`src/rtl/run_detector_pkg.sv`:
```
// Shared definitions for the multi-channel run detector: polarity mode
// encodings and sizing/filter helpers used by every channel.
package run_detector_pkg;

    typedef enum logic [1:0] {
        MODE_EITHER = 2'b00,
        MODE_ONES   = 2'b01,
        MODE_ZEROS  = 2'b10,
        MODE_OFF    = 2'b11
    } mode_e;

    function automatic int run_w(input int run_len);
        return $clog2(run_len + 1);
    endfunction

    // A run of bit b may raise det only if the polarity filter admits b.
    function automatic logic pol_ok(input logic [1:0] mode, input logic b);
        logic ok;
        ok = 1'b0;
        case (mode)
            MODE_EITHER: ok = 1'b1;
            MODE_ONES:   ok = b;
            MODE_ZEROS:  ok = ~b;
            default:     ok = 1'b0;
        endcase
        return ok;
    endfunction

endpackage

```
`src/rtl/run_detector_chan.sv`:
```
// One channel of the run detector: run-length tracker, registered Moore
// detect flag and saturating hit counter.
module run_detector_chan
    import run_detector_pkg::*;
#(
    parameter int RUN_LEN = 2,
    parameter int OVERLAP = 1,
    parameter int CNT_W   = 8
) (
    input  logic             clk,
    input  logic             rst,
    input  logic             in_valid,
    input  logic             inp,
    input  logic [1:0]       mode,
    input  logic             cnt_clr,
    output logic             det,
    output logic [CNT_W-1:0] hit_cnt
);

    localparam int RW = run_w(RUN_LEN);
    localparam logic [RW-1:0] RUN_MAX = RW'(RUN_LEN);

    logic [RW-1:0]    run, run_n, run_sat;
    logic             last, last_n;
    logic             hist, hist_n;
    logic             pend, pend_n;
    logic             det_n;
    logic [CNT_W-1:0] cnt_n;

    always_ff @(posedge clk) begin
        if (rst) begin
            run     <= '0;
            last    <= 1'b0;
            hist    <= 1'b0;
            pend    <= 1'b0;
            det     <= 1'b0;
            hit_cnt <= '0;
        end else begin
            run     <= run_n;
            last    <= last_n;
            hist    <= hist_n;
            pend    <= pend_n;
            det     <= det_n;
            hit_cnt <= cnt_n;
        end
    end

    // In non-overlap mode an admitted completed run is consumed so the next
    // bit starts a fresh run; a filtered-out run just saturates.
    always_comb begin
        run_n   = run;
        last_n  = last;
        hist_n  = hist;
        pend_n  = 1'b0;
        run_sat = RW'(1);
        if (in_valid) begin
            if (!hist || (inp != last)) begin
                run_sat = RW'(1);
            end else if (run == RUN_MAX) begin
                run_sat = RUN_MAX;
            end else begin
                run_sat = run + 1'b1;
            end
            last_n = inp;
            hist_n = 1'b1;
            if ((OVERLAP == 0) && (run_sat == RUN_MAX) && pol_ok(mode, inp)) begin
                pend_n = 1'b1;
                run_n  = '0;
                hist_n = 1'b0;
            end else begin
                run_n = run_sat;
            end
        end
    end

    always_comb begin
        det_n = 1'b0;
        cnt_n = hit_cnt;
        if (OVERLAP != 0) begin
            det_n = (run == RUN_MAX) && pol_ok(mode, last);
        end else begin
            det_n = pend;
        end
        if (cnt_clr) begin
            cnt_n = '0;
        end else if (det_n && !det && (hit_cnt != {CNT_W{1'b1}})) begin
            cnt_n = hit_cnt + 1'b1;
        end
    end

endmodule

```
`src/rtl/run_detector.sv`:
```
// Multi-channel run detector top: one independent run_detector_chan per
// channel, with the hit counters flattened onto a single output bus.
module run_detector
    import run_detector_pkg::*;
#(
    parameter int CH      = 1,
    parameter int RUN_LEN = 2,
    parameter int OVERLAP = 1,
    parameter int CNT_W   = 8
) (
    input  logic                clk,
    input  logic                rst,
    input  logic [CH-1:0]       in_valid,
    input  logic [CH-1:0]       inp,
    input  logic [1:0]          mode,
    input  logic                cnt_clr,
    output logic [CH-1:0]       det,
    output logic [CH*CNT_W-1:0] hit_cnt
);

    for (genvar c = 0; c < CH; c++) begin : g_chan
        run_detector_chan #(
            .RUN_LEN(RUN_LEN),
            .OVERLAP(OVERLAP),
            .CNT_W  (CNT_W)
        ) u_chan (
            .clk     (clk),
            .rst     (rst),
            .in_valid(in_valid[c]),
            .inp     (inp[c]),
            .mode    (mode),
            .cnt_clr (cnt_clr),
            .det     (det[c]),
            .hit_cnt (hit_cnt[c*CNT_W +: CNT_W])
        );
    end

endmodule

```
`config.mk`:
```
export PLATFORM = sky130hd
export DESIGN_NAME = run_detector
export DESIGN_NICKNAME = d
export VERILOG_FILES = /design/src/rtl/run_detector_pkg.sv /design/src/rtl/run_detector_chan.sv /design/src/rtl/run_detector.sv
export SDC_FILE = /design/constraint.sdc
export NUM_CORES = 1
export LEC_CHECK = 0
export ABC_AREA = 1
export CAP_MARGIN = 20
export CORE_MARGIN = 5
export CORE_UTILIZATION = 46
export CTS_BUF_LIST = sky130_fd_sc_hd__clkbuf_8
export DETAILED_ROUTE_END_ITERATION = 16
export PLACE_DENSITY = 0.81
export SYNTH_ARGS = -nofsm -noshare
export SYNTH_HDL_FRONTEND = slang
export SYNTH_SLANG_ARGS = --single-unit
```
`constraint.sdc`:
```
create_clock -name clk -period 1.4 [get_ports clk]
set_clock_uncertainty 0.2 [all_clocks]
set_input_delay 0.28 -clock clk [delete_from_list [all_inputs] [get_ports clk]]
set_output_delay 0.28 -clock clk [all_outputs]
set_load 0.01 [all_outputs]
```
== Word-level counts from Yosys, hierarchy flattened ==
Cells that the tools add are included.
Cells by class
  add/subtract/negate cells: 2
  div/mod/pow operators: 0
  $lt $le $gt $ge: 0
  reductions and logical operators: 8
  equal/unequal tests: 5
  bitwise logic cells: 1
  shifts and indexed selects: 0
  multiplexer cells: 3
  $mul: 0
Operator list (number)
  8-bit by 1-bit adder with 8-bit output (second input constant): 1
  8-bit inequality test (second input constant): 1
  2-bit == test (second input constant): 2
  2-bit two-way mux: 2
  1-bit logical AND: 3
  1-bit case mux with 3 select lines: 1
  2-bit by 1-bit adder with 2-bit output (second input constant): 1
  2-bit by 1-bit == test with 1-bit output (second input constant): 1
  1-bit zero test: 2
  2-bit zero test: 1
  2-bit OR reduction: 1
  1-bit logical OR: 1
  1-bit inequality test: 1
  1-bit inverter: 1
Word-level totals
  output and inout port bits: 9
  input port bits: 7
  bits in latches: 0
  bits in writable memories: 0
  word-level logic and storage cells: 24
  ROM bits: 0
  memories: 0
  bits in registers: 13

== Logic depth before layout (Yosys ltp) ==
Gate-level depths: netlist of run 1.
  word-level depth: 5
  gate-level depth with buffers: 8
  mapped depth without buffers: 8

== Worst setup path after synthesis of run 1 ==
OpenSTA, ideal clock, no wires.
  kind: register to register
  from: reg g_chan[0].u_chan.hit_cnt[1]
  to: reg g_chan[0].u_chan.hit_cnt[2]
  arrival time: 1.164 ns
  stages on the path, launching flop included: 9
  setup slack: -0.077 ns
  period minus slack after synthesis: 1.477 ns
  library setup time: 0.113 ns
  path buffers: 0
  required time: 1.087 ns
  cell sequence: dfxtp_1 > ha_1 > nand2_2 > nor2_2 > nand2_1 > nand3_2 > inv_2 > nor2_1 > nor2_1
On the way
  word-level cells in the longest chain between the ends: 2
  elaborated cells between the ends (all ways): 3
  those cells by class: add/sub (1); eq/ne (1); reduce/logical (1)
Ends and longest elaborated chain
  start: declaration: RTL line run_detector_chan.sv:17  | output logic [CNT_W-1:0] hit_cnt
  start signal: assignment: RTL line run_detector_chan.sv:44  | hit_cnt <= cnt_n;
  branches (longest 2 deep; another with 8-bit by 1-bit adder with 8-bit output)
Parallel ways; which one is timed is not known.
A chain may end at the register's enable or synchronous reset.

== Final worst setup path of run 1 ==
  from: reg g_chan[0].u_chan.hit_cnt[0]
  to: out hit_cnt[0]
RTL lines
  end: declaration: RTL line run_detector.sv:18  | output logic [CH*CNT_W-1:0] hit_cnt
No word-level cell between the ends.

==> results.txt, run 1 <==
Synthesis produced 116 cells. The netlist area before placement is 757.0 sq um. The clock-pin slew of the registers on the worst-case setup and hold paths is roughly 60 ps. The total number of vias is around 800. The x dimension of the die came out at a little over 50 microns. Leaving out fill and tap cells, the most frequent cells in the layout are 26 x sky130_fd_sc_hd__nand2_1, 18 x sky130_fd_sc_hd__inv_1, 16 x sky130_fd_sc_hd__nor2_1. The average instance in the mapped netlist occupies around 6.5 sq um. The number of buffers created by CTS came out at 3.

Clock latency on the worst-skew pair, taken at its later pin, is approximately 250 ps. Dividing the detail-routed wire length by the instance count gives around 13 microns. The total cell area at the placement stage came out at between 0.001 and 0.0015 sq mm. Detailed placement finished with a half-perimeter wire length of between 1000 and 1500 microns. The largest total area in the synthesized netlist belongs to sky130_fd_sc_hd__dfxtp_1. Of the total power, the share spent switching nets is 0.2570. The initial standard-cell utilization of the core is 0.4911.

In this design, the largest share of critical-path delay is due to flip-flops. Global routing finished with a remaining overflow of 0. The summed area of non-filler cells in the final layout came out at 0.001181 sq mm. The proportion of power drawn by the clock network came out at 0.397. The sequential cell fraction of total power is 0.463.

The cell type of the slowest stage on the worst timing path is sky130_fd_sc_hd__dfxtp_4. The peak supply drop is around 0.65 mV. The transition time of the tightest slew-check pin is 342.1 ps. The final count of hold timing violations came to 0. The yosys synthesis warning count is 0.

Of the cells placed in the final design, the portion with a size suffix greater than 1 is 0.3423. The first-pass GRT wire length is 3208 microns. Internal power comes to roughly 0.00063 W. The share of the cycle needed by the critical path after routing is 0.9826. The final hold slack is 270.7 ps. Counting every sink on the clock net gives 13.

The last weighted congestion value of the routability-driven placer came out at 0.8734. The number of buffer cells added on primary ports came out at 15. The worst setup path is captured at an output pin. The combinational cell fraction of total power came out at 0.140.

The placement-stage worst setup slack is -220.9 ps. The number of max-slew violations in the final report came to 0. The total routing resource utilization after global routing is 0.1565. For the finished layout, the period the worst path requires is around 1400 ps.

Of the total synthesized cell area, the portion taken by AND, OR, NAND and NOR gates is 0.4099. The reported net switching power came out at about 0.00022 W. The number of design rule violations left after detail routing came out at 0. The number of setup buffers added after CTS is 0. The row count is 14. Dividing the detail-routed via count by the number of cells gives between 4 and 5. Setup repair after global routing could not meet its margin everywhere. The filler cell count in the final layout came out at 110. The largest fanout on the critical path is 3. The static leakage came out at ~0.56 nW. The final wirelength came out at between 2000 and 2500 microns. The critical path goes through dlygate4sd2_1. The mux contribution to synthesized area came out at 0. The detail route stage leaves a number of antenna-violating nets equal to 0. The final setup slack of the worst path is 24.31 ps. The clock passes through at most 2 buffers. The total area inside the core boundary comes to roughly 0.0015 sq mm. The share of the synthesized area in compound gates (AO/OA/AOI/OAI) is 0.07934. The count of boundary I/O pins came out at 16. Static timing analysis puts the maximum clock frequency at around 0.73 GHz. The distinct cell type count of the synthesized netlist is 19. The peak per-stage delay on the critical path came out at between 300 and 400 ps. The cell chosen for the clock root is sky130_fd_sc_hd__clkbuf_8. The via count of the first global-routing pass came out at 796.

The final setup violation count is 0. The number of nets produced by synthesis is 126. The share of synthesized area occupied by flip-flops and latches came out at 0.3438. The power density over the cells is about 720 mW/mm^2. Leaving out fill and tap cells, the most frequent cell in the layout is sky130_fd_sc_hd__nand2_1. The flow ran to the end, and the final reports show no timing, DRC or antenna violations. The floorplan step defined a die boundary enclosing 0.002557 sq mm. The number of antenna violations at the first check in global routing is 0. Across the run, the number of max-cap violations was 0. The area share of fa/ha/maj cells after synthesis is 0.04959. The die boundary height is just over 50 microns. The share of the synthesized area in the top cell type is 0.3438. Yosys attributes the largest share of cell area to sky130_fd_sc_hd__dfxtp_1 34%, sky130_fd_sc_hd__nand2_1 14%, sky130_fd_sc_hd__nor2_1 11%, sky130_fd_sc_hd__inv_1 8.9%, sky130_fd_sc_hd__ha_1 5.0%. The deepest level of the CTS H-tree came out at 1.

The core utilization of the finished layout came out at 0.7662. The hold-fix buffer count after cts is 0. The largest net degree at the start of global routing came out at 9. The detailed-routing iteration count for the pre-antenna-repair pass came out at 4. The critical path data arrival time came out at 900 ps. The xor/xnor cell area share of the yosys netlist is 0.02314.

The cell count after placement came out at about 160. The flip-flop and latch count after synthesis is 13. The final instance count without filler cells came out at 165. The required time of the critical path is slightly above 900 ps. Together, buffers and inverters on the worst path number 1. TritonCTS built the clock tree. The worst hold path belongs to the class reg -> reg. STA classifies the critical path startpoint as a register. The number of nets in the finished design came out at 160. The kind of critical path is reg -> out. The synthesis-to-layout area growth came out at 56.03%.

The count of inserted antenna diode cells came out at 0. After synthesis, the largest family of logic cells by area is simple AND/OR/NAND/NOR gates. The tightest slew margin relative to the limit is 0.7717.

The violation count after the first detailed-routing iteration is 24.
[cell usage after synthesis]
master	instances
sky130_fd_sc_hd__a31oi_1	1
sky130_fd_sc_hd__nand2_2	2
sky130_fd_sc_hd__a21oi_1	4
sky130_fd_sc_hd__a21oi_2	1
sky130_fd_sc_hd__inv_1	18
sky130_fd_sc_hd__dfxtp_1	13
sky130_fd_sc_hd__xnor2_1	1
sky130_fd_sc_hd__nand3_1	7
sky130_fd_sc_hd__inv_2	1
sky130_fd_sc_hd__nor2_2	2
sky130_fd_sc_hd__ha_1	3
sky130_fd_sc_hd__o21ai_0	4
sky130_fd_sc_hd__xor2_1	1
sky130_fd_sc_hd__nor2_1	22
sky130_fd_sc_hd__o21ai_1	1
sky130_fd_sc_hd__nand2_1	29
sky130_fd_sc_hd__nor2_4	2
sky130_fd_sc_hd__nand3_2	3
sky130_fd_sc_hd__nand4_1	1
[sequential cells by signal, summed over array words and instances (netlist names)]
register               cells
g_chan.u_chan.det          1
g_chan.u_chan.hit_cnt      8
g_chan.u_chan.hist         1
g_chan.u_chan.last         1
g_chan.u_chan.run          2
[path summary, 6_finish.rpt]
path | startpoint | to | slack (ps) | depth (start not counted)
worst max register to register | g_chan[0].u_chan.hit_cnt[0] | g_chan[0].u_chan.hit_cnt[2] | 30 | 6
worst min register to register | g_chan[0].u_chan.hist | g_chan[0].u_chan.hist | 270 | 2
worst min-delay path | g_chan[0].u_chan.hist | g_chan[0].u_chan.hist | 270 | 2
worst max-delay path | g_chan[0].u_chan.hit_cnt[0] | hit_cnt[0] | 20 | 1
[final cells by class]
type / count / area, sq um / share of cell area
multi-input cells: 84 / 513.0 / 0.4343
inverters: 19 / 73.82 / 0.06250
well taps: 16 / 20.02 / 0.01695
flip-flops and latches: 13 / 276.5 / 0.2341
repair buffers: 29 / 252.7 / 0.2140
clock buffers: 3 / 41.29 / 0.03496
clock inverters: 1 / 3.754 / 0.003178
[metrics by stage]
| stage | setup TNS [ps] | power [W] |
|---|---|---|
| 2_1_floorplan | 0 | 0.0004518 |
| 3_5_place_dp | -1773 | 0.0005043 |
| 6_report | 0 | 0.0008487 |
| 5_1_grt | -46.21 | 0.0008751 |
| 4_1_cts | 0 | 0.0008291 |
| 3_3_place_gp | -1554 | 0.0004994 |
[cells by family (layout without fill, tap and decap cells)]
family	after synthesis	after routing
AO/OA/AOI/OAI	11	11
XOR/XNOR	2	2
adder cells (fa/ha/maj)	3	3
buffers and inverters	19	52
flip-flops	13	13
AND/OR/NAND/NOR	68	68
[layer usage]
| layer | vias to the layer above | share of wire | wire length, microns | track usage |
|---|---|---|---|---|
| li1 | 426 | - | - | - |
| met1 | 375 | 0.43 | 891 | 0.1687 |
| met2 | 16 | 0.52 | 1077 | 0.2893 |
| met3 | 5 | 0.040 | 84 | 0.02959 |
| met4 | 0 | 0.017 | 36 | 0.06809 |
| met5 | - | 0 | 0 | 0 |
[repair_timing]
item | CTS | global route
pin swaps | 4 | 11
endpoints found under the setup margin | 12 | 8
gates resized for setup | 16 | 26
[power groups by stage]
stage	combinational (W)	clock [W]	sequential, W
2_1_floorplan	0.0000500	0	0.000402
3_3_place_gp	0.000101	0	0.000398
3_5_place_dp	0.000105	0	0.000399
4_1_cts	0.000106	0.000332	0.000391
5_1_grt	0.000129	0.000351	0.000395
6_report	0.000119	0.000337	0.000393
Note: power is estimated with default switching activity, not from simulation.
==> run 2: changes to the inputs <==
- CAP_MARGIN: 20 -> unset
==> results of run 2 <==
No change in the layout: final DEF, timing and power equal those of run 1.
==> RTL edit 1: new RTL, flow settings as in run 1 <==
Make the reset (`rst`) asynchronous in one clocked block.
--- a/src/rtl/run_detector_chan.sv
+++ b/src/rtl/run_detector_chan.sv
@@ -28,5 +28,5 @@
     logic [CNT_W-1:0] cnt_n;
 
-    always_ff @(posedge clk) begin
+    always_ff @(posedge clk or posedge rst) begin
         if (rst) begin
             run     <= '0;
Behaviour: differs if rst is asserted again (counterexample within 4 cycles, from zero or initial values and one cycle with rst high); with rst held inactive, the same outputs for 10 cycles.
==> RTL edit 1 against run 1 <==
The run now ends with setup timing left. Critical path type is now reg -> reg. Worst setup slack got worse by 0.087 ns. Wire length decreased by 11%. Sequential cell count unchanged. Via count decreased by 4.9%. Maximum frequency decreased by 5.9%. Critical path depth increased by 7. Core utilization increased by 0.24 points. Cell area increased by 0.32%. Total power increased by 16%. Area after synthesis increased by 0.99%. Sequential power increased by 7.9%. Worst hold slack got worse by 0.15 ns.
==> RTL edit 1: results (changes against run 1) <==
DRT iter0 DRCs=10 (-58%); status=finished, violations left; Placed Area=0.00108 mm^2 (+4.3%); failing checks=setup timing; Leakage=0.589 nW (+4.6%); first-pass GRT wire length=3.14 mm (-2.2%); worst r2r src=g_chan[0].u_chan.hit_cnt[1]; layout cell share with drive strength beyond 1=36.2% (+2.0 points); slack of the critical path=-0.0625 ns (-0.0869 ns); Worst Reg2Reg Path Length in Cells=8 (+2); Synth Area in Adders=4.91% (-0.049 points); ys async rst share=100% (+100 points); largest net degree at the start of global routing=14 (+5); mean routed wirelength per cell=12.0 um (-4.9%); DP HPWL=1.44 mm (-1.7%); vias post-DR=782 (-4.9%); post_cts resized=19 (+3); syn_nets=111 (-12%); aggregate global-route resource usage=15.5% (-0.19 points); Max transition margin=85.6% (+8.4 points); final setup fails=8 (+8); worst setup path endpoint=g_chan[0].u_chan.hit_cnt[6]; Worst IR Drop VDD=0.665 mV (+2.9%); register area share after synthesis=42.6% (+8.2 points); vias in the first global route=750 (-5.8%); synth cell count leaders=nand2_1 (19), nand3_1 (15), dfrtp_1 (13), inv_1 (13), nor2_1 (12); prevailing post-synth register cell=dfrtp_1
-- RTL edit 1: changes by cell type after synthesis, moves of 5 or more --
cell and change:
nand2_1 -10, nor2_1 -10, dfrtp_1 +13, nand3_1 +8
inv_1 -5, dfxtp_1 -13
-- RTL edit 1: worst max-delay path, stage by stage (launching register included) --
cell and delay, ns:
dfrtp_2 0.43, ha_4 0.18, nand2_4 0.09, inv_2 0.05, nand2_2 0.07, nor2_2 0.05
nor2_4 0.18, nand3b_1 0.10, nand2_1 0.06
-- RTL edit 1: cell type report --
| type | instances | area (um^2) |
|---|---|---|
| inverter | 14 | 52.6 |
| tap | 16 | 20.0 |
| sequential | 13 | 328 |
| multi-input combinational | 73 | 467 |
| fill | 109 | 357 |
| clock buffer | 3 | 41.3 |
| clock inverter | 1 | 3.75 |
| timing repair buffer | 34 | 273 |
-- RTL edit 1: power by group --
| part | internal [mW] | leakage [nW] | switching, mW |
|---|---|---|---|
| clock network | 0.193 | 0.0269 | 0.132 |
| logic | 0.108 | 0.395 | 0.123 |
| registers | 0.404 | 0.167 | 0.0204 |
| total | 0.705 | 0.589 | 0.276 |
-- RTL edit 1: layer usage --
metal | up-vias | share of wire, % | global-route usage [%]
li1 | 405 | - | -
met2 | 16 | 51 | 25.8
met4 | 0 | 1.6 | 5.53
met3 | 4 | 5.6 | 4.44
met5 | - | 0 | 0
met1 | 357 | 42 | 18.7
-- RTL edit 1: kinds of logic (layout without fill, tap and decap cells) --
| logic type | Yosys count | count (layout) |
|---|---|---|
| flip-flops | 13 | 13 |
| AO/OA/AOI/OAI | 12 | 12 |
| buffers and inverters | 15 | 52 |
| adder cells (fa/ha/maj) | 3 | 3 |
| AND/OR/NAND/NOR | 58 | 58 |
-- RTL edit 1: how the worst min path moves through the flow --
| stage | slack (ns) | from | cells past startpoint | endpoint |
|---|---|---|---|---|
| 2_1_floorplan | -0.04 | rst | 1 | g_chan[0].u_chan.det |
| 3_3_place_gp | 0.25 | g_chan[0].u_chan.hist | 1 | g_chan[0].u_chan.hist |
| 3_5_place_dp | 0.25 | g_chan[0].u_chan.hist | 1 | g_chan[0].u_chan.hist |
| 4_1_cts | 0.13 | rst | 3 | g_chan[0].u_chan.run[0] |
| 5_1_grt | 0.15 | rst | 3 | g_chan[0].u_chan.run[0] |
| 6_report | 0.13 | rst | 3 | g_chan[0].u_chan.run[0] |
-- RTL edit 1: stage by stage --
stage                     std cells  TNS [ns]  util, %  hold slack (ns)
after floorplan                 101  -0.00968        -          -0.0432
after global placement          147     -1.78     70.2            0.252
after detailed placement        147     -2.05     70.2            0.251
after CTS                       151    -0.245     74.5            0.134
after global routing            154    -0.927     76.9            0.152
final                           154    -0.381     76.9            0.126
==> RTL edit 2: new RTL, settings of run 1 <==
Without the edit above. `RUN_LEN` is set to 2 in 2 places; all go to 1.
--- a/src/rtl/run_detector_chan.sv
+++ b/src/rtl/run_detector_chan.sv
@@ -4,5 +4,5 @@
     import run_detector_pkg::*;
 #(
-    parameter int RUN_LEN = 2,
+    parameter int RUN_LEN = 1,
     parameter int OVERLAP = 1,
     parameter int CNT_W   = 8
--- a/src/rtl/run_detector.sv
+++ b/src/rtl/run_detector.sv
@@ -5,5 +5,5 @@
 #(
     parameter int CH      = 1,
-    parameter int RUN_LEN = 2,
+    parameter int RUN_LEN = 1,
     parameter int OVERLAP = 1,
     parameter int CNT_W   = 8
Function: changed (Yosys sat finds a counterexample within 4 cycles, from zero or initial values and one cycle with rst high).
==> RTL edit 2 against run 1 <==
The flow now finishes with violations (setup timing). Synthesized cell count decreased by 12%. Critical path depth increased by 7. Wire length decreased by 21%. Area after synthesis decreased by 11%. Register-to-register slack got worse by 0.04 ns. Worst setup slack got worse by 0.055 ns. Total power decreased by 8.6%. Clock power decreased by 8.0%. Cell area decreased by 14%. Sequential cell count decreased by 2. Critical endpoint is now g_chan[0].u_chan.hit_cnt[1].
==> RTL edit 2: results (changes against run 1) <==
Final Hold Slack=0.291 ns (+0.0200 ns); status=finished, violations left; synth cell count leaders=nand2_1 (25), nor2_1 (22), inv_1 (13); Seq. cell area=229 um^2 (-17%); WL met3=87 um (+3.6%); met3 Usage GRT=4.06% (+1.1 points); Hold Path Stages=5 (+3); slack of the critical path=-0.0304 ns (-0.0547 ns); prevailing post-synth register cell=dfxtp_1; Fill cells=118 (+7.3%); largest net degree at the start of global routing=9 (unchanged); Worst IR Drop VDD=0.463 mV (-28%); grt met1 use=15.9% (-0.94 points); Crit Path Max Fanout=7 (+4); met2 Use GR=28.9% (about the same); Placed Area=926 um^2 (-11%); CTS root buffer=clkbuf_8; Worst Hold Class=in -> reg; mean routed wirelength per cell=11.2 um (-12%); M1 wire length=637 um (-29%); final setup fails=5 (+5); Biggest register=g_chan.u_chan.hit_cnt; DP HPWL=1.18 mm (-19%); Pre-antenna DRT Iters=5 (+1); setup TNS=-0.0618 ns (-0.0618 ns); aggregate global-route resource usage=15.8% (+0.11 points); layout cell share with drive strength beyond 1=28.8% (-5.4 points); DRT iter0 DRCs=17 (-29%); CTS Buf Count=3 (unchanged); Reg2Reg Capture Point=g_chan[0].u_chan.hit_cnt[1]; HP Start=mode[0]; Largest register FFs=8 (unchanged); Worst-Margin Slew=0.309 ns (-0.0335 ns); vias in the first global route=658 (-17%); ANT cells=0 (unchanged); count leader, synth=nand2_1; Final nets=141 (-12%); Cells after Synth=102 (-12%); crit path DAT=1.40 ns (+0.50 ns); syn_nets=110 (-13%); vias post-DR=743 (-9.6%); Cell variety after synth=19 (unchanged); uppermost layer routed=met4; worst r2r src=g_chan[0].u_chan.hit_cnt[1]; GPL Wtd Cong=0.900 (+3.0%); slowest CP cell=clkdlybuf4s50_1; Placement Setup Slack=-0.266 ns (-0.0453 ns); WHS Endpoint=g_chan[0].u_chan.det; Worst R2R Setup Slack=-0.01 ns (-0.04 ns); main area contributors after synthesis=dfxtp_1 (33%), nand2_1 (14%), nor2_1 (12%); failing checks=setup timing; register area share after synthesis=32.8% (-1.5 points); post_cts resized=10 (-6); Largest delay share family, worst path=simple AND/OR/NAND/NOR gates; CP max stage delay=0.41 ns (+0.04 ns); DRT Wirelength=1.65 mm (-21%); first-pass GRT wire length=2.54 mm (-21%); Met2 Wirelength=892 um (-17%); Leakage=0.513 nW (-9.0%)
-- RTL edit 2: cell count changes in the layout (fill, tap and decap cells not counted), moves of 2 or more --
cell	before	now
dfxtp_2	7	1
dfxtp_1	4	8
a21oi_1	4	2
inv_1	18	14
nand3_1	5	8
nand2_2	4	1
buf_4	13	11
o21ai_0	4	2
-- RTL edit 2: cell families (layout without fill, tap and decap cells) --
kind of cell,count (synthesis),count (layout),synth area share (%)
fa+ha+maj,1,1,1.87
simple gates,69,69,50.9
flops,11,11,32.8
xor+xnor,1,1,1.31
buf+inv,16,46,10.1
compound gates,4,4,2.99
-- RTL edit 2: layout make-up --
type | count | share of cell area [%]
Multi-Input combinational cell | 75 | 42.2
Timing Repair Buffer | 27 | 23.2
Sequential cell | 11 | 22.6
Inverter | 15 | 5.80
Clock buffer | 3 | 4.07
Tap cell | 15 | 1.85
Clock inverter | 1 | 0.370
-- RTL edit 2: where the power goes --
part | internal (mW) | leakage [nW] | switching (mW) | total [mW]
Sequential | 0.323 | 0.0917 | 0.00804 | 0.331
Clock | 0.192 | 0.0269 | 0.118 | 0.310
Combinational | 0.0640 | 0.394 | 0.0708 | 0.135
-- RTL edit 2: worst max-delay path by stage --
stage / slack [ns] / end / from
6_report: -0.03 / g_chan[0].u_chan.hit_cnt[1] / mode[1]
4_1_cts: 0.009 / g_chan[0].u_chan.hit_cnt[6] / g_chan[0].u_chan.hit_cnt[0]
2_1_floorplan: 0.06 / g_chan[0].u_chan.hit_cnt[1] / g_chan[0].u_chan.hit_cnt[1]
5_1_grt: -0.1 / g_chan[0].u_chan.hit_cnt[1] / mode[1]
3_5_place_dp: -0.27 / g_chan[0].u_chan.hit_cnt[7] / rst
3_3_place_gp: -0.18 / g_chan[0].u_chan.hit_cnt[1] / mode[0]
